**src/rtl/chronos_pkg.sv**
```systemverilog
// Shared definitions for the fetch stage: datapath width, the NOP encoding
// used as the idle/trap instruction, and the fetch FSM state type.
package chronos_pkg;

    localparam int XLEN = 32;
    localparam logic [XLEN-1:0] NOP_INSTR = 32'h00000013;

    typedef enum logic [1:0] {
        IDLE  = 2'd0,
        WAIT  = 2'd1,
        HOLD  = 2'd2,
        DRAIN = 2'd3
    } fetch_state_t;

endpackage

```
**src/rtl/fetch_out_reg.sv**
```systemverilog
// Output holding register for the fetch stage: instruction, PC, valid flag
// and (with FETCH_MISALIGN_TRAP_EN) the misalign flag presented to decode.
// A load wins over a clear in the same cycle so a consume can be followed
// immediately by a new trap entry.
module fetch_out_reg
    import chronos_pkg::*;
(
    input  logic            clk,
    input  logic            rst,
    input  logic            i_load,
    input  logic            i_clear,
    input  logic [XLEN-1:0] i_instr,
    input  logic [XLEN-1:0] i_pc,
`ifdef FETCH_MISALIGN_TRAP_EN
    input  logic            i_misalign,
    output logic            o_misalign,
`endif
    output logic            o_valid,
    output logic [XLEN-1:0] o_instr,
    output logic [XLEN-1:0] o_pc
);

    logic            r_valid;
    logic [XLEN-1:0] r_instr;
    logic [XLEN-1:0] r_pc;
`ifdef FETCH_MISALIGN_TRAP_EN
    logic            r_misalign;
`endif

    // Hold the fetched word until loaded again; clear only drops the flags.
    always_ff @(posedge clk) begin
        if (rst) begin
            r_valid <= 1'b0;
            r_instr <= NOP_INSTR;
            r_pc    <= '0;
`ifdef FETCH_MISALIGN_TRAP_EN
            r_misalign <= 1'b0;
`endif
        end else if (i_load) begin
            r_valid <= 1'b1;
            r_instr <= i_instr;
            r_pc    <= i_pc;
`ifdef FETCH_MISALIGN_TRAP_EN
            r_misalign <= i_misalign;
`endif
        end else if (i_clear) begin
            r_valid <= 1'b0;
`ifdef FETCH_MISALIGN_TRAP_EN
            r_misalign <= 1'b0;
`endif
        end
    end

    assign o_valid = r_valid;
    assign o_instr = r_instr;
    assign o_pc    = r_pc;
`ifdef FETCH_MISALIGN_TRAP_EN
    assign o_misalign = r_misalign;
`endif

endmodule

```
**src/rtl/instr_fetch.sv**
```systemverilog
// Instruction fetch stage: accepts a PC, issues a single outstanding memory
// read, and holds the returned instruction until decode consumes it. A flush
// discards buffered output and drains any in-flight response.
// Optional feature macro: FETCH_MISALIGN_TRAP_EN (misaligned PC trap).
module instr_fetch
    import chronos_pkg::*;
(
    input  logic        clk,
    input  logic        rst,
    input  logic [31:0] pc_in,
    input  logic        pc_valid,
    output logic        pc_ready,
    output logic        imem_req,
    output logic [31:0] imem_addr,
    input  logic        imem_ack,
    input  logic [31:0] imem_rdata,
    output logic        out_valid,
    output logic [31:0] out_instr,
    output logic [31:0] out_pc,
    input  logic        out_ready,
`ifdef FETCH_MISALIGN_TRAP_EN
    output logic        misalign,
`endif
    input  logic        flush
);

    fetch_state_t    r_state;
    fetch_state_t    w_next_state;
    logic [XLEN-1:0] r_imem_addr;
    logic            w_pc_ready;
    logic            w_accept;
    logic            w_addr_en;
    logic            w_load;
    logic            w_clear;
    logic [XLEN-1:0] w_load_instr;
    logic [XLEN-1:0] w_load_pc;
`ifdef FETCH_MISALIGN_TRAP_EN
    logic            w_load_mis;
`endif

    assign w_pc_ready = !rst && !flush &&
                        ((r_state == IDLE) || ((r_state == HOLD) && out_ready));
    assign w_accept   = pc_valid && w_pc_ready;

    // State register.
    always_ff @(posedge clk) begin
        if (rst) begin
            r_state <= IDLE;
        end else begin
            r_state <= w_next_state;
        end
    end

    // Request address is captured on accept and held while the request is open.
    always_ff @(posedge clk) begin
        if (rst) begin
            r_imem_addr <= '0;
        end else if (w_addr_en) begin
            r_imem_addr <= pc_in;
        end
    end

    // Next-state and output-register control.
    always_comb begin
        w_next_state = r_state;
        w_addr_en    = 1'b0;
        w_load       = 1'b0;
        w_clear      = 1'b0;
        w_load_instr = imem_rdata;
        w_load_pc    = r_imem_addr;
`ifdef FETCH_MISALIGN_TRAP_EN
        w_load_mis   = 1'b0;
`endif
        case (r_state)
            IDLE: begin
                if (flush) begin
                    w_clear = 1'b1;
                end
            end
            WAIT: begin
                if (flush) begin
                    w_next_state = imem_ack ? IDLE : DRAIN;
                end else if (imem_ack) begin
                    w_load       = 1'b1;
                    w_next_state = HOLD;
                end
            end
            HOLD: begin
                if (flush || out_ready) begin
                    w_clear      = 1'b1;
                    w_next_state = IDLE;
                end
            end
            DRAIN: begin
                if (imem_ack) begin
                    w_next_state = IDLE;
                end
            end
            default: w_next_state = IDLE;
        endcase

        // Accept is only possible in IDLE or a consumed HOLD, never under flush,
        // so it overrides the per-state decision above.
        if (w_accept) begin
`ifdef FETCH_MISALIGN_TRAP_EN
            if (pc_in[1:0] != 2'b00) begin
                w_load       = 1'b1;
                w_load_instr = NOP_INSTR;
                w_load_pc    = pc_in;
                w_load_mis   = 1'b1;
                w_next_state = HOLD;
            end else
`endif
            begin
                w_addr_en    = 1'b1;
                w_next_state = WAIT;
            end
        end
    end

    fetch_out_reg u_out_reg (
        .clk        (clk),
        .rst        (rst),
        .i_load     (w_load),
        .i_clear    (w_clear),
        .i_instr    (w_load_instr),
        .i_pc       (w_load_pc),
`ifdef FETCH_MISALIGN_TRAP_EN
        .i_misalign (w_load_mis),
        .o_misalign (misalign),
`endif
        .o_valid    (out_valid),
        .o_instr    (out_instr),
        .o_pc       (out_pc)
    );

    assign pc_ready  = w_pc_ready;
    assign imem_req  = (r_state == WAIT) || (r_state == DRAIN);
    assign imem_addr = r_imem_addr;

endmodule

```
**config.mk**
```make
export PLATFORM = sky130hd
export DESIGN_NAME = instr_fetch
export DESIGN_NICKNAME = d
export VERILOG_FILES = /design/src/rtl/chronos_pkg.sv /design/src/rtl/fetch_out_reg.sv /design/src/rtl/instr_fetch.sv
export SDC_FILE = /design/constraint.sdc
export NUM_CORES = 1
export LEC_CHECK = 0
export CAP_MARGIN = 0
export CORE_MARGIN = 3
export CORE_UTILIZATION = 43
export CTS_BUF_LIST = sky130_fd_sc_hd__clkbuf_4 sky130_fd_sc_hd__clkbuf_8
export DETAILED_ROUTE_END_ITERATION = 10
export PLACE_DENSITY = 0.85
export SYNTH_ARGS = -nofsm -noshare
export SYNTH_HDL_FRONTEND = slang
export SYNTH_SLANG_ARGS = --single-unit
```
**constraint.sdc**
```tcl
create_clock -name clk -period 2.2 [get_ports clk]
set_input_delay 0.55 -clock clk [delete_from_list [all_inputs] [get_ports clk]]
set_output_delay 0.55 -clock clk [all_outputs]
set_load 0.01 [all_outputs]
```
; ---- Word-level counts from Yosys, hierarchy flattened
; Cells that the tools add are included.
[classes]
reduce_logical = 16
n_mux = 16
eq_ne = 9
[op_table]
columns = operator, n
row1 = 2-bit 2-to-1 mux, 5
row2 = 1-bit 2-to-1 mux, 9
row3 = 4-bit AND reduction, 2
row4 = "3-bit inequality test, second input constant", 2
row5 = 2-bit one-hot mux with 3 select lines, 1
row6 = "2-bit == test, second input constant", 2
row7 = 1-bit logical AND, 4
row8 = "4-bit inequality test, second input constant", 1
row9 = 4-bit nonzero test, 1
row10 = 1-bit logical OR, 3
row11 = "3-bit by 2-bit inequality test with 1-bit output, second input constant", 1
row12 = 3-bit nonzero test, 1
row13 = "2-bit by 1-bit == test with 1-bit output, second input constant", 1
row14 = 1-bit logical NOT, 2
row15 = 2-bit logical NOT, 1
row16 = "2-bit by 1-bit inequality test with 1-bit output, second input constant", 1
row17 = "2-bit inequality test, second input constant", 1
row18 = 1-bit one-hot mux with 2 select lines, 1
row19 = 2-bit nonzero test, 1
row20 = 2-bit OR reduction, 1
[totals]
regBits = 99

; ---- Logic depth before layout (Yosys ltp)
; Gate-level depths: netlist (run 1).
[depth]
ltp_word = 7
mapped_depth = 6
mapped_depth_nobuf = 3

; ---- By module
; From an unflattened synthesis (run 1), not the netlist that was laid out.
[unflattened]
cells_unflattened = 377
area_unflattened_um2 = 3948.8
[by_module_without_submodules]
columns = module, area_each_um2, cells_each, instances, seq_area_each_um2
row1 = fetch_out_reg, 2342.2, 211, 1, 1301.2
row2 = instr_fetch, 1606.5, 166, 1, 680.7

; ---- Worst setup path after synthesis (run 1)
; No wires, ideal clock.
[synth_timing]
path_type = input -> output
start = input port rst
end = output port pc_ready
required_time_ns = 1.650
slack_ns = 0.270
arrival_ns = 1.380
path_stages = 3
cell_sequence = clkbuf_1 -> buf_1 -> nor4_1
[synth_via]
elab_chain_len = 3
[synth_lines]
columns = item, line
row1 = from (decl), instr_fetch.sv:9  ; input logic rst,
row2 = 1-bit logical NOT, instr_fetch.sv:41  ; assign w_pc_ready = !rst && !flush &&
row3 = 1-bit logical AND (2 in a row), instr_fetch.sv:41
row4 = to (decl), instr_fetch.sv:12  ; output logic pc_ready,
; No other way between the ends.

; ---- Worst setup path in the final report (run 1)
[layout_timing]
start = input port out_ready
end = register r_imem_addr[1], in the netlist imem_addr[1]
[layout_via]
elab_chain_len = 5
[layout_lines]
columns = item, line
row1 = from (decl), instr_fetch.sv:20  ; input logic out_ready,
row2 = 1-bit logical AND, instr_fetch.sv:42  ; ((r_state == IDLE) || ((r_state == HOLD) && out_ready));
row3 = 1-bit logical OR, instr_fetch.sv:42
row4 = 1-bit logical AND, instr_fetch.sv:41
row5 = 1-bit logical AND, instr_fetch.sv:43  ; assign w_accept = pc_valid && w_pc_ready;
row6 = 1-bit 2-to-1 mux, instr_fetch.sv:104  ; if (w_accept) begin
row7 = to (signal assigned), instr_fetch.sv:59  ; r_imem_addr <= pc_in;
row8 = to (decl), instr_fetch.sv:29  ; logic [XLEN-1:0] r_imem_addr;
; No other way between the ends.
; A chain may end at the register's enable or synchronous reset.

==> impl_metrics.tcl, run 1 <==
set metrics [dict create \
    syn_avg_cell_area_um2 9.263 \
    antennaDiodeCount 0 \
    io_buffers 168 \
    hold_viol 0 \
    ant_nets 0 \
    seq_area_frac_synth 0.5296 \
    path_clk_slew_ns 0.08 \
    tightest_slew_ns 0.7293 \
    leakage_uw 0.002114 \
    setup.worst_path.start_class "input pin" \
    antenna_found_initial 0 \
    clock_latency_ns 0.35 \
    die_h_um 99.29 \
    hp-class "reg -> reg" \
    ys_ff_latch 99 \
    pre_cts_slack_ns -0.2596 \
    crit_path_end_kind "register" \
    drt-initial-drc-count 89 \
    cts_buffer_depth 2 \
    layout.nets 635 \
    syn_nets 474 \
    final_cell_mix "clkdlybuf4s50_1 (166), nand2_1 (124), dfxtp_1 (99)" \
    ir_drop_mv 0.3578 \
    drive_gt1_frac 0.1123 \
    vias 3285 \
    place.gp.congestion 0.7788 \
    setup_ws_ns 0.07797 \
    final.period_utilization 0.9646 \
    setup_viol 0 \
    drc 0 \
    grt_overflow 0 \
    layout_commonest_cell "clkdlybuf4s50_1" \
    seqCellArea_mm2 0.001982 \
    drv_slew 0 \
    grt_pass1_vias 3117 \
    cts_inserted_buffers 9 \
    cts_root_buf "clkbuf_8" \
    power_density_mw_per_mm2 601.3 \
    ioPinCount 169 \
    maxCapViolations 0 \
    multiInputGateArea_mm2 0.001635 \
    fill_cells 621 \
    syn-cell-area_mm2 0.003742 \
    worst-setup-path-type "in -> reg" \
    min_path_cells 2 \
    wire_per_inst_um 14.68 \
    die-area_mm2 0.009859 \
    die_x_um 99.29 \
    initial_core_util 0.4487 \
    cts_setup_buffers 0 \
    h-tree-depth 3 \
    synthCells 404 \
    dpl.cell_count 659 \
    skew_ns 0.01286 \
    dp_hpwl_um 7227 \
    cts_hold_buf 0 \
    cts_sinks 99 \
    drt-pass1-iter-count 4 \
    area_delta_synth_final_pct 53.83 \
    layoutNonFillerInstCount 675 \
    path_max_fanout 33 \
    required_ns 2.43 \
    rows 33 \
    ff2ff_path_depth 5 \
    grt_use_total 0.1984 \
    fmax_mhz 471.2 \
    grt_first_pass_wirelength_um 15900 \
    tritoncts "done" \
    grt_max_degree 74 \
    yosys_warnings 0 \
    fin_crit_ns 2.122 \
    wl_um 9907 \
    crit_arrival_ns 2.35 \
    rsz0062_at_grt "false" \
    utilization 0.6902 \
    run_status "completed" \
    synth_cell_types 22 \
    slew_headroom 0.5138 \
    core-area_mm2 0.008341 \
    avgViaCountPerCell 4.867 \
    finalSetupTns_ns 0 \
]
-- per-layer routing --
metal,vias up,global-route usage,share of wire
li1,1631,-,-
met1,1519,0.2426,0.42
met2,127,0.3383,0.49
met3,8,0.05820,0.078
met4,0,0.05882,0.010
met5,-,0,0
-- registers in the layout (all words and copies together) (netlist names) --
| name | flops |
|---|---|
| imem_addr | 32 |
| u_out_reg.o_valid | 1 |
| u_out_reg.o_pc | 32 |
| u_out_reg.o_instr | 32 |
| r_state | 2 |
-- stage by stage --
step           power [µW]  area, µm²  hold WS [ns]
3_3_place_gp         2292       5550        0.4413
2_1_floorplan        2052       3742        0.4805
3_5_place_dp         2301       5550        0.4461
4_1_cts              3502       5761        0.4599
6_report             3462       5757        0.4573
5_1_grt              3606       5757        0.4768
-- cell usage after synthesis --
cell       instances  area (µm²)
nor3_1             7       35.03
nand2b_1           2       12.51
mux2_1             3       33.78
buf_6              4       45.04
nor4_1             2       12.51
nand4bb_1          1       11.26
buf_1              1       3.750
or4_4              1       11.26
mux2_4            29       435.4
a31oi_1            1       6.260
clkbuf_1          18       67.56
o21ai_0            1       5.000
dfxtp_1           99        1982
buf_2              8       40.04
nand3b_1           2       15.01
nand2_1          124       465.5
nor2b_1           33       206.5
a21oi_1           62       310.3
a311oi_1           1       8.760
nor2_1             3       11.26
nor2b_4            1       13.76
nor4bb_1           1       10.01
-- worst max-delay path, cell delays in order --
cell	delay [ns]
clkdlybuf4s50_1	0.54
nor2b_4	0.06
buf_4	0.13
or4_4	0.49
buf_12	0.20
mux2_1	0.34
-- what timing repair did --
item                       in CTS  in global routing
resized for setup               1                  3
pin swaps                       0                  0
setup endpoints to repair       1                  1
-- final cells by class --
type / count / area share
Sequential cell: 99 / 0.3443
Timing Repair Buffer: 181 / 0.3121
Multi-Input combinational cell: 274 / 0.2841
Clock buffer: 11 / 0.02630
Tap cell: 105 / 0.02282
Clock inverter: 5 / 0.01043
-- kinds of logic (layout without fill, tap and decap cells) --
family	Yosys count	after routing	share of synthesized area
AND/OR/NAND/NOR	177	177	0.2150
flip-flops	99	99	0.5296
AO/OA/AOI/OAI	65	65	0.08827
multiplexers	32	32	0.1254
buffers and inverters	31	197	0.04179
-- where the power goes --
part	switching, µW	internal [µW]
logic	138	257
registers	30.5	1830
clock network	612	593
total	780	2680
-- path summary, 6_finish.rpt --
kind	startpoint	endpoint	slack, ns
setup reg to reg	r_state[1]	imem_addr[1]	0.35
setup / recovery	out_ready	imem_addr[1]	0.08
hold reg to reg	u_out_reg.o_pc[31]	u_out_reg.o_pc[31]	0.46
hold / removal	u_out_reg.o_pc[31]	u_out_reg.o_pc[31]	0.46
No activity file was read; power rests on OpenSTA's default activity.
==> run 2, diff against run 1 <==
- CORE_UTILIZATION: 43 -> 39
- PLACE_DENSITY: 0.85 -> 0.81
- SYNTH_HIERARCHICAL: default -> 1
- clock period: 2.2 -> 1.9 ns (I/O delays scaled with it)
==> run 2 against run 1 <==
Worst setup slack lost 0.027 ns. Global-route usage shrank 1.4 points. Hold slack gained 0.017 ns. Non-clock buffer count grew 10. First-iteration DRC count grew 12%. Critical endpoint is now u_out_reg/o_instr[10]. Largest power group unchanged. Clock power grew 21%. Flip-flop and latch count is the same. Highest routed layer unchanged. Combinational power grew 14%. Die area grew 15%. Via count is essentially flat.
==> impl_metrics.tcl, run 2 <==
set metrics [dict create \
    fill_cells 856 \
    rrSetupSlack_ns 0.33 \
    grt_overflow 0 \
    io_buffers 168 \
    synth_edf_count 0 \
    layoutNonFillerInstCount 682 \
    wl_um 10530 \
    crit_arrival_ns 2.07 \
    finalPower_uw 4060 \
    layout_commonest_cell "clkdlybuf4s50_1" \
    antenna_found_initial 0 \
    cp-endpoint "u_out_reg/o_instr[10]" \
    grt_max_degree 46 \
    cts_setup_buffers 0 \
    hp-class "reg -> reg" \
    slew_headroom 0.6334 \
    synthFlopType "dfxtp_1" \
    p_int_uw 3154 \
    hold_viol 0 \
    synth_cell_types 29 \
    layout.nets 615 \
    die_h_um 106.6 \
    setup_viol 0 \
    dp_hpwl_um 7811 \
    setup.worst_path.start_class "input pin" \
    ys_ff_latch 99 \
    cts_sinks 99 \
    antennaDiodeCount 0 \
    seqCellArea_mm2 0.001982 \
    fin_crit_ns 1.849 \
    die_x_um 106.6 \
    power_density_mw_per_mm2 677.4 \
    final_cell_mix "clkdlybuf4s50_1 (164), dfxtp_1 (99), nor2_1 (62)" \
    p_comb_frac 0.111 \
    switchingPower_uw 905.5 \
    switching_share 0.2230 \
    grt_use_total 0.1843 \
    synthTopCellsByCount "dfxtp_1 (99), nor2_1 (62), mux2i_1 (61), nand2_1 (32), nand3_1 (32)" \
    path_max_fanout 17 \
    synth_top_area_frac 0.5019 \
    yosysTopAreaCell "dfxtp_1" \
    dpl.cell_count 667 \
    final.period_utilization 0.9731 \
    tightest_slew_ns 0.5499 \
    wire_per_inst_um 15.44 \
    h-tree-depth 3 \
    r2r-start "r_state[1]" \
    syn_nets 447 \
    ff2ff_path_depth 6 \
    leakage_uw 0.002230 \
    async_flop_share 0 \
    drt-pass1-iter-count 4 \
    drt-initial-drc-count 100 \
    place.gp.congestion 0.7107 \
    grt_first_pass_wirelength_um 17120 \
    reg2reg_to "u_out_reg/o_instr[10]" \
    ioPinCount 169 \
    path_clk_slew_ns 0.09 \
    rsz0062_at_grt "true" \
    yosysMostFrequentCell "dfxtp_1" \
    ys_top_cells_by_area "dfxtp_1 (50%), mux2i_1 (15%), o211ai_2 (9.5%), nor2_1 (5.9%), nand3_1 (4.1%)" \
    maxCapViolations 0 \
    syn_avg_cell_area_um2 10.47 \
    drive_gt1_frac 0.1384 \
    cts_root_buf "clkbuf_8" \
    grt_pass1_vias 3413 \
    avgViaCountPerCell 4.818 \
    syn-cell-area_mm2 0.003949 \
    clock_latency_ns 0.34 \
    ir_drop_mv 0.4091 \
    crit_path_end_kind "register" \
    vias 3286 \
    run_status "completed" \
    cts_inserted_buffers 9 \
    initial_core_util 0.4021 \
    hold_ws_ns 0.4742 \
    clkPwrFrac 0.358 \
    multiInputGateArea_mm2 0.001707 \
    synthCells 377 \
    worst-setup-path-type "in -> reg" \
    required_ns 2.12 \
    core-area_mm2 0.009819 \
    drc 0 \
    seq_area_frac_synth 0.5019 \
    cts_buffer_depth 2 \
    seq_power_share 0.531 \
    skew_ns 0.01263 \
    holdCritStartpoint "u_out_reg/o_valid" \
    rows 36 \
    die-area_mm2 0.01137 \
    ant_nets 0 \
    drv_slew 0 \
    yosys_warnings 6 \
    fmax_mhz 540.9 \
    tritoncts "done" \
    crit_path_start "flush" \
    area_delta_synth_final_pct 51.77 \
]
-- run 2: cell types whose count changed in the layout (fill, tap and decap cells not counted), sizes merged, moves of 29 or more --
cell,change
a21oi,-60
nor2b,-29
mux2i,+61
nand2,-92
o211ai,+32
nand3,+32
nor2,+59
mux2,-32
-- run 2: worst min path at each step --
stage / to / slack (ns) / depth (start not counted)
finish: u_out_reg/o_valid / 0.47 / 2
global route: u_out_reg/o_valid / 0.49 / 2
CTS: u_out_reg/o_valid / 0.47 / 2
detailed placement: u_out_reg/o_valid / 0.46 / 2
global placement: u_out_reg/o_valid / 0.46 / 2
floorplan: r_state[1] / 0.49 / 2
-- run 2: kinds of logic (layout without fill, tap and decap cells) --
logic type,count (synthesis),after routing,synth area share
AOI/OAI and AO/OA,41,41,0.1147
and+or+nand+nor,139,139,0.1572
muxes,61,61,0.1546
buffers and inverters,37,209,0.07161
DFF,99,99,0.5019
-- run 2: area by class of cell --
type | count | area share
clock buffers | 11 | 0.02317
clock inverters | 4 | 0.01273
inverters | 3 | 0.001879
multi-input cells | 241 | 0.2848
flip-flops and latches | 99 | 0.3307
well taps | 133 | 0.02777
repair buffers | 191 | 0.3190
-- run 2: routing by layer --
metal  share of wire  track usage  vias to the layer above
li1                -            -                     1627
met1            0.42       0.2240                     1550
met2            0.50       0.3282                      100
met3           0.064      0.04696                        9
met4           0.010      0.04018                        0
met5               0            0                        -
-- run 2: critical path: stages --
cell,delay (ns)
clkdlybuf4s50_1,0.44
buf_4,0.19
nor4bb_4,0.28
buf_4,0.21
buf_12,0.18
mux2i_1,0.23
nor2_1,0.06
-- run 2: what timing repair did --
action,CTS,global route
endpoints found under the setup margin,1,33
hold buffers,0,0
gates resized for setup,6,2
-- run 2: power by group through the flow --
stage | combinational, µW | clock, µW | sequential [µW]
after global routing | 484 | 1580 | 2160
after CTS | 455 | 1490 | 2160
final | 450 | 1450 | 2160
after global placement | 446 | 0 | 2200
after floorplan | 157 | 0 | 2220
after detailed placement | 455 | 0 | 2210
-- run 2: metrics by stage --
step           TNS (ns)  utilization  worst slack [ns]  cell area [µm²]
2_1_floorplan         0            -            0.2160             3949
3_3_place_gp     -20.88       0.5884           -0.4849             5778
3_5_place_dp     -25.08       0.5884           -0.5018             5778
4_1_cts               0       0.6097          0.007261             5987
5_1_grt         -0.6634       0.6103          -0.04619             5993
6_report              0       0.6103           0.05119             5993
==> run 3, diff against run 2 <==
--- a/config.mk
+++ b/config.mk
@@ -8,3 +8,3 @@
 export CAP_MARGIN = 0
-export CORE_MARGIN = 3
+export CORE_MARGIN = 4
 export CORE_UTILIZATION = 39
@@ -12,2 +12,3 @@
 export DETAILED_ROUTE_END_ITERATION = 10
+export HOLD_SLACK_MARGIN = 0.08
 export PLACE_DENSITY = 0.81
==> constraint.sdc (replaced) <==
create_clock -name clk -period 1.9 [get_ports clk]
set_input_delay 0.38 -clock clk [delete_from_list [all_inputs] [get_ports clk]]
set_output_delay 0.38 -clock clk [all_outputs]
set_load 0.01 [all_outputs]
==> run 3 against run 2 <==
Die area increased by 3.8%. Critical path depth shrank 1. Core utilization did not move. Sequential power is essentially flat. Hold slack better by 0.012 ns.
==> impl_metrics.tcl, run 3 (synthesis results as in run 2) <==
set metrics [dict create \
    die_h_um 108.6 \
    h-tree-depth 3 \
    reg2reg_to "u_out_reg/o_instr[29]" \
    cts_buffer_depth 2 \
    top_usage_layer "met2" \
    drc 0 \
    die-area_mm2 0.01180 \
    rows 36 \
    antennaDiodeCount 0 \
    drive_gt1_frac 0.1366 \
    r2r-start "r_state[1]" \
    leakage_uw 0.002209 \
    dpl.cell_count 666 \
    io_buffers 168 \
    wl_um 10820 \
    grt_pass1_vias 3518 \
    crit_path_end_kind "register" \
    globalRouteMet2Util 0.3332 \
    place.gp.congestion 0.7068 \
    initial_core_util 0.4021 \
    fmax_mhz 549.3 \
    setup.worst_path.start_class "input pin" \
    worst-setup-path-type "in -> reg" \
    use_met3 0.05802 \
    final_cell_mix "clkdlybuf4s50_1 (166), dfxtp_1 (98), nor2_1 (62)" \
    cts_resized 2 \
    ioPinCount 169 \
    power_density_mw_per_mm2 660.5 \
    grt_overflow 0 \
    die_x_um 108.6 \
    cts_setup_buffers 0 \
    core-area_mm2 0.009819 \
    setup_ws_ns 0.07934 \
    grt_max_degree 37 \
    wire_per_inst_um 15.86 \
    tritoncts "done" \
    layout_commonest_cell "clkdlybuf4s50_1" \
    rrSetupSlack_ns 0.31 \
    path_clk_slew_ns 0.09 \
    layout.nets 614 \
    final.period_utilization 0.9582 \
    pre_cts_slack_ns -0.2740 \
    vias 3344 \
    ff2ff_path_depth 4 \
    antenna_found_initial 0 \
    hold_viol 0 \
    ir_drop_mv 0.3570 \
    finalSetupTns_ns 0 \
    maxCapViolations 0 \
    hold_path_end "u_out_reg/o_valid" \
    setup_viol 0 \
    area_delta_synth_final_pct 51.77 \
    layoutNonFillerInstCount 682 \
    path_max_fanout 18 \
    required_ns 2.13 \
    rsz0062_at_grt "false" \
    drv_slew 0 \
    ant_nets 0 \
    drt-initial-drc-count 93 \
    hold_ws_ns 0.4860 \
    dp_hpwl_um 7911 \
    cts_sinks 99 \
    min_path_cells 2 \
    avgViaCountPerCell 4.903 \
    hp-class "reg -> reg" \
    cts_hold_buf 0 \
    holdCritStartpoint "u_out_reg/o_valid" \
    run_status "completed" \
    use_met1 0.1992 \
    tightest_slew_ns 0.5592 \
    grt_use_total 0.1837 \
    cts_inserted_buffers 9 \
    clock_latency_ns 0.35 \
    grt_first_pass_wirelength_um 17190 \
    cts_root_buf "clkbuf_8" \
    drt-pass1-iter-count 4 \
    crit_arrival_ns 2.05 \
    skew_ns 0.007995 \
    slew_headroom 0.6272 \
    utilization 0.6103 \
    fin_crit_ns 1.821 \
]
[run 3: per-layer routing]
metal	up-vias	part of all wire
li1	1620	-
met2	104	0.51
met5	-	0
met1	1602	0.39
met3	18	0.082
met4	0	0.016
[run 3: cell type report]
cell class	count	area, µm²
Tap cell	133	166.4
Multi-Input combinational cell	241	1707
Fill cell	834	3826
Sequential cell	99	1983
Clock inverter	5	52.55
Inverter	3	11.26
Timing Repair Buffer	190	1928
Clock buffer	11	145.1
[run 3: where the power goes]
part           switching, µW  total, µW  internal [µW]
Clock                    693       1350            654
Sequential              41.6       2160           2120
Combinational            181        452            271
Total                    916       3960           3040
[run 3: critical path, stage by stage]
cell             delay, ns
clkdlybuf4s50_1       0.45
buf_4                 0.18
nor4bb_4              0.33
buf_4                 0.37
mux2i_1               0.27
nor2_1                0.06
[run 3: through the flow]
stage | total power, µW | cell area (µm²)
2_1_floorplan | 2375 | 3949
3_3_place_gp | 2652 | 5796
3_5_place_dp | 2664 | 5796
4_1_cts | 4015 | 5993
5_1_grt | 4141 | 5993
6_report | 3959 | 5993
[run 3: how the worst max path moves through the flow]
| stage | from | to | slack, ns | depth (start not counted) |
|---|---|---|---|---|
| finish | flush | u_out_reg/o_instr[29] | 0.08 | 6 |
| global route | flush | u_out_reg/o_instr[3] | 0.01 | 6 |
| detailed placement | flush | u_out_reg/o_instr[29] | -0.27 | 6 |
| global placement | flush | u_out_reg/o_instr[18] | -0.21 | 6 |
| CTS | out_ready | pc_ready | 0.10 | 4 |
| floorplan | imem_ack | u_out_reg/o_pc[17] | 0.35 | 6 |
==> variant 1 (settings of run 1) <==
The 4 states of `fetch_state_t` get a one-hot encoding in 4 bits.
--- a/src/rtl/chronos_pkg.sv
+++ b/src/rtl/chronos_pkg.sv
@@ -6,9 +6,9 @@
     localparam logic [XLEN-1:0] NOP_INSTR = 32'h00000013;
 
-    typedef enum logic [1:0] {
-        IDLE  = 2'd0,
-        WAIT  = 2'd1,
-        HOLD  = 2'd2,
-        DRAIN = 2'd3
+    typedef enum logic [3:0] {
+        IDLE  = 4'b0001,
+        WAIT  = 4'b0010,
+        HOLD  = 4'b0100,
+        DRAIN = 4'b1000
     } fetch_state_t;
 
Function: same outputs for any inputs over 10 cycles, from zero or initial values and one cycle with rst high; not proved beyond that.
==> variant 1 against run 1 <==
Power increased by 4.6%; design area increased by 7.9%; core utilization rose by 0.16 points; synthesized area up 9.2%; sequential cell count rose by 2; wire length grew 18%; clock power up 10%; worst setup slack worse by 0.015 ns; largest cell class unchanged.
==> variant 1: results (changes against run 1) <==
Vias/cell = 5.30 (was 4.87)
clock slew at reported path FFs = 0.10 ns (was 0.08 ns)
worst r2r src = r_state[0]$_SDFFE_PP1P_ (was r_state[1]$_SDFFE_PP0P_)
relative slew slack = 64.9% (was 51.4%)
met3 Usage GRT = 6.04% (was 5.82%)
hold slack = 0.475 ns (was 0.457 ns)
met1 wire length = 4.96 mm (was 4.16 mm)
share of cells above drive strength 1 = 13.4% (was 11.2%)
Setup WS pre-CTS = -0.320 ns (was -0.260 ns)
Lkg Pwr = 2.25 nW (was 2.11 nW)
most common library cells after synthesis = dfxtp_1, a21oi_1, o21ai_0 (was nand2_1, dfxtp_1, a21oi_1)
hold-critical path depth = 1 (was 2)
largest net degree at the start of global routing = 52 (was 74)
Chip Width = 103 µm (was 99.3 µm)
Synth area leaders = dfxtp_1, mux2_4, a21oi_1, o21ai_0, nand3_1 (was dfxtp_1, nand2_1, mux2_4, a21oi_1, nor2b_1)
hold path start = u_out_reg.o_instr[4]$_SDFFE_PP1P_ (was u_out_reg.o_pc[31]$_SDFFE_PP0P_)
Setup Skew = 0.0141 ns (was 0.0129 ns)
Detail Placement HPWL = 8.21 mm (was 7.23 mm)
clock latency on the worst-skew pair = 0.36 ns
met1 Use GR = 28.8% (was 24.3%)
Worst Path Max Fanout = 2 (was 33)
Post-CTS Resized = 4 (was 1)
library cells used by synthesis = 32 (was 22)
Worst VDD drop = 0.316 mV (was 0.358 mV)
fillers = 685 (was 621)
NumNets Final = 654 (was 635)
first-pass GRT wire length = 18.5 mm (was 15.9 mm)
WL met2 = 5.61 mm (was 4.87 mm)
r2r setup slk = 0.37 ns (was 0.35 ns)
worst stage delay on the critical path = 0.43 ns (was 0.54 ns)
DR WL met3 = 942 µm (was 775 µm)
vias in the first global route = 3732 (was 3117)
gpl congestion = 0.817 (was 0.779)
sequential fraction of the synthesis area = 49.5% (was 53.0%)
Worst Hold Endpoint = u_out_reg.o_instr[4]$_SDFFE_PP1P_ (was u_out_reg.o_pc[31]$_SDFFE_PP0P_)
status = finished clean (unchanged)
number of DRC markers in iteration 0 = 169 (was 89)
routed wire length = 11.7 mm (was 9.91 mm)
Net Count, Synth = 497 (was 474)
## variant 1: cell types whose count changed after synthesis, moves of 3 or more
cell             run 1  this run
a211o_1              0         3
a21oi_1             62        65
and3_1               0         3
buf_2                8        20
clkbuf_1            18        21
mux2_1               3         0
mux2_2               0         4
nand2_1            124         1
nand3_1              0        61
nor3_1               7         1
o21ai_0              1        62
## variant 1: per-stage QoR
step                      area, µm²  cells  setup TNS [ns]
after CTS                      6200    715               0
after detailed placement       5970    699           -9.27
after global routing           6210    715               0
after floorplan                4090    427               0
after global placement         5970    699           -4.94
final                          6210    715               0
## variant 1: report_power, final
| group | total (mW) | internal [mW] | switching [mW] |
|---|---|---|---|
| clock | 1.32 | 0.656 | 0.659 |
| combinational | 0.415 | 0.258 | 0.157 |
| sequential | 1.89 | 1.86 | 0.0306 |
## variant 1: logic make-up after synthesis
group                  count (synthesis)  synth area share, %
buffers and inverters                 44                 5.21
AO/OA/AOI/OAI                        137                 17.9
AND/OR/NAND/NOR                      112                 15.8
XOR/XNOR                               1                0.214
flip-flops                           101                 49.5
multiplexers                          32                 11.4
## variant 1: worst max path at each step
| stage | start | to | slack, ns | depth (start not counted) |
|---|---|---|---|---|
| finish | out_ready | pc_ready | 0.06 | 4 |
| global route | out_ready | pc_ready | 0.01 | 4 |
| CTS | r_state[3]$_SDFFE_PP0P_ | imem_req | 0.001 | 3 |
| detailed placement | flush | pc_ready | -0.32 | 4 |
| global placement | flush | pc_ready | -0.28 | 4 |
| floorplan | out_ready | imem_addr[10]$_SDFFE_PP0P_ | 0.53 | 4 |
## variant 1: final cells by class
class	instances	area (µm²)	area share, %
clock buffers	9	124	1.99
clock inverters	7	104	1.67
multi-input cells	282	1860	30.0
flip-flops and latches	101	2030	32.7
well taps	126	158	2.54
repair buffers	190	1930	31.1
==> variant 2 (flow settings as in run 1) <==
Made on the original files. Build with the macro `FETCH_MISALIGN_TRAP_EN` defined.
--- a/src/rtl/fetch_out_reg.sv
+++ b/src/rtl/fetch_out_reg.sv
@@ -3,4 +3,6 @@
 // A load wins over a clear in the same cycle so a consume can be followed
 // immediately by a new trap entry.
+`define FETCH_MISALIGN_TRAP_EN
+
 module fetch_out_reg
     import chronos_pkg::*;
Check against the original RTL (old outputs only; new: misalign): not equivalent (Yosys sat finds a counterexample within 4 cycles, from zero or initial values and one cycle with rst high).
==> variant 2 against run 1 <==
Synthesized cell count grew 21%; worst setup slack gained 0.067 ns; wire length grew 19%; largest cell class unchanged; power grew 2.3%; sequential cell count grew 1; sequential power grew 2%; synthesized area grew 9.6%; count of clock-buffer cells in the layout is the same; critical path depth shrank 1; design area grew 6.7%.
==> variant 2: results (changes against run 1) <==
status = finished clean (unchanged)
port buffer count = 169 (was 168)
Lkg Pwr = 2.05 nW (was 2.11 nW)
most common library cells after synthesis = nand2_1, dfxtp_1, a21oi_1 (unchanged)
hold path start = u_out_reg.o_instr[16]$_SDFFE_PP0P_ (was u_out_reg.o_pc[31]$_SDFFE_PP0P_)
r2r setup slk = 0.61 ns (was 0.35 ns)
worst r2r dst = u_out_reg.o_pc[18]$_SDFFE_PP0P_ (was imem_addr[1]$_SDFFE_PP0P_)
Synth Area per Inst = 8.38 µm² (was 9.26 µm²)
largest net degree at the start of global routing = 71 (was 74)
Post-DP Area = 0.00595 mm² (was 0.00555 mm²)
Detail Placement HPWL = 8.47 mm (was 7.23 mm)
Synth top area share = 48.8% (was 53.0%)
number of DRC markers in iteration 0 = 128 (was 89)
Net Count, Synth = 559 (was 474)
Worst VDD drop = 0.340 mV (was 0.358 mV)
first-pass GRT wire length = 19.4 mm (was 15.9 mm)
initial antenna violation count = 1 (was 0)
Vias/cell = 5.16 (was 4.87)
Setup Skew = 0.0140 ns (was 0.0129 ns)
Post-CTS Resized = 3 (was 1)
sequential fraction of the synthesis area = 48.8% (was 53.0%)
placed cells = 766 (was 659)
Worst Path Max Fanout = 4 (was 33)
vias in the first global route = 4028 (was 3117)
library cells used by synthesis = 31 (was 22)
Tot GR Track Use = 21.6% (was 19.8%)
Non-Filler Instances = 782 (was 675)
Worst Path Arrival = 1.51 ns (was 2.35 ns)
gpl congestion = 0.799 (was 0.779)
clock slew at reported path FFs = 0.10 ns (was 0.08 ns)
share of cells above drive strength 1 = 11.0% (was 11.2%)
Worst Hold Endpoint = u_out_reg.o_instr[16]$_SDFFE_PP0P_ (was u_out_reg.o_pc[31]$_SDFFE_PP0P_)
Synth area leaders = dfxtp_1, nand2_1, a311oi_2, a21oi_1, nor2_1 (was dfxtp_1, nand2_1, mux2_4, a21oi_1, nor2b_1)
relative slew slack = 42.1% (was 51.4%)
Register-to-Register Path Depth = 6 (was 5)
NumNets Final = 718 (was 635)
routed wire length = 11.8 mm (was 9.91 mm)
variant 2: kinds of logic after synthesis:
group | synth area share, %
simple gates | 23.6
buf+inv | 6.68
compound gates | 20.9
flops | 48.8
variant 2: cell type report:
class,count,area [µm²]
fill,731,3100
sequential,100,2000
timing repair buffer,189,1940
multi-input combinational,345,1830
tap,129,161
clock buffer,11,145
clock inverter,5,45.0
inverter,3,11.3
variant 2: stage by stage:
stage / hold WS [ns] / worst slack (ns)
2_1_floorplan: 0.478 / 0.590
3_3_place_gp: 0.441 / -0.282
3_5_place_dp: 0.446 / -0.286
4_1_cts: 0.460 / 0.0341
5_1_grt: 0.480 / 0.0700
6_report: 0.458 / 0.145
variant 2: critical path: stages:
cell	delay (ns)
clkdlybuf4s50_1	0.52
nand2b_2	0.15
nand2_1	0.06
nor2_1	0.08
buf_2	0.15
variant 2: power by group:
group          switching (mW)  total, mW  leakage, nW  internal [mW]
Combinational           0.235      0.525         1.14          0.291
Sequential             0.0348       1.90        0.810           1.86
Clock                   0.645       1.12       0.0955          0.472
variant 2: how the worst max path moves through the flow:
stage              start  cells after the start  slack, ns       end
2_1_floorplan        rst                      4       0.59  pc_ready
3_3_place_gp   out_ready                      5      -0.28  pc_ready
3_5_place_dp   out_ready                      5      -0.29  pc_ready
4_1_cts        out_ready                      5       0.03  pc_ready
5_1_grt        out_ready                      5       0.07  pc_ready
6_report       out_ready                      5       0.14  pc_ready
variant 2: per-layer routing:
| layer | vias to the layer above | global-route usage, % | wire [µm] |
|---|---|---|---|
| li1 | 1949 | - | - |
| met1 | 1900 | 26.0 | 4810 |
| met2 | 162 | 35.9 | 5760 |
| met3 | 24 | 6.36 | 939 |
| met4 | 2 | 9.59 | 252 |
| met5 | - | 0 | 13 |
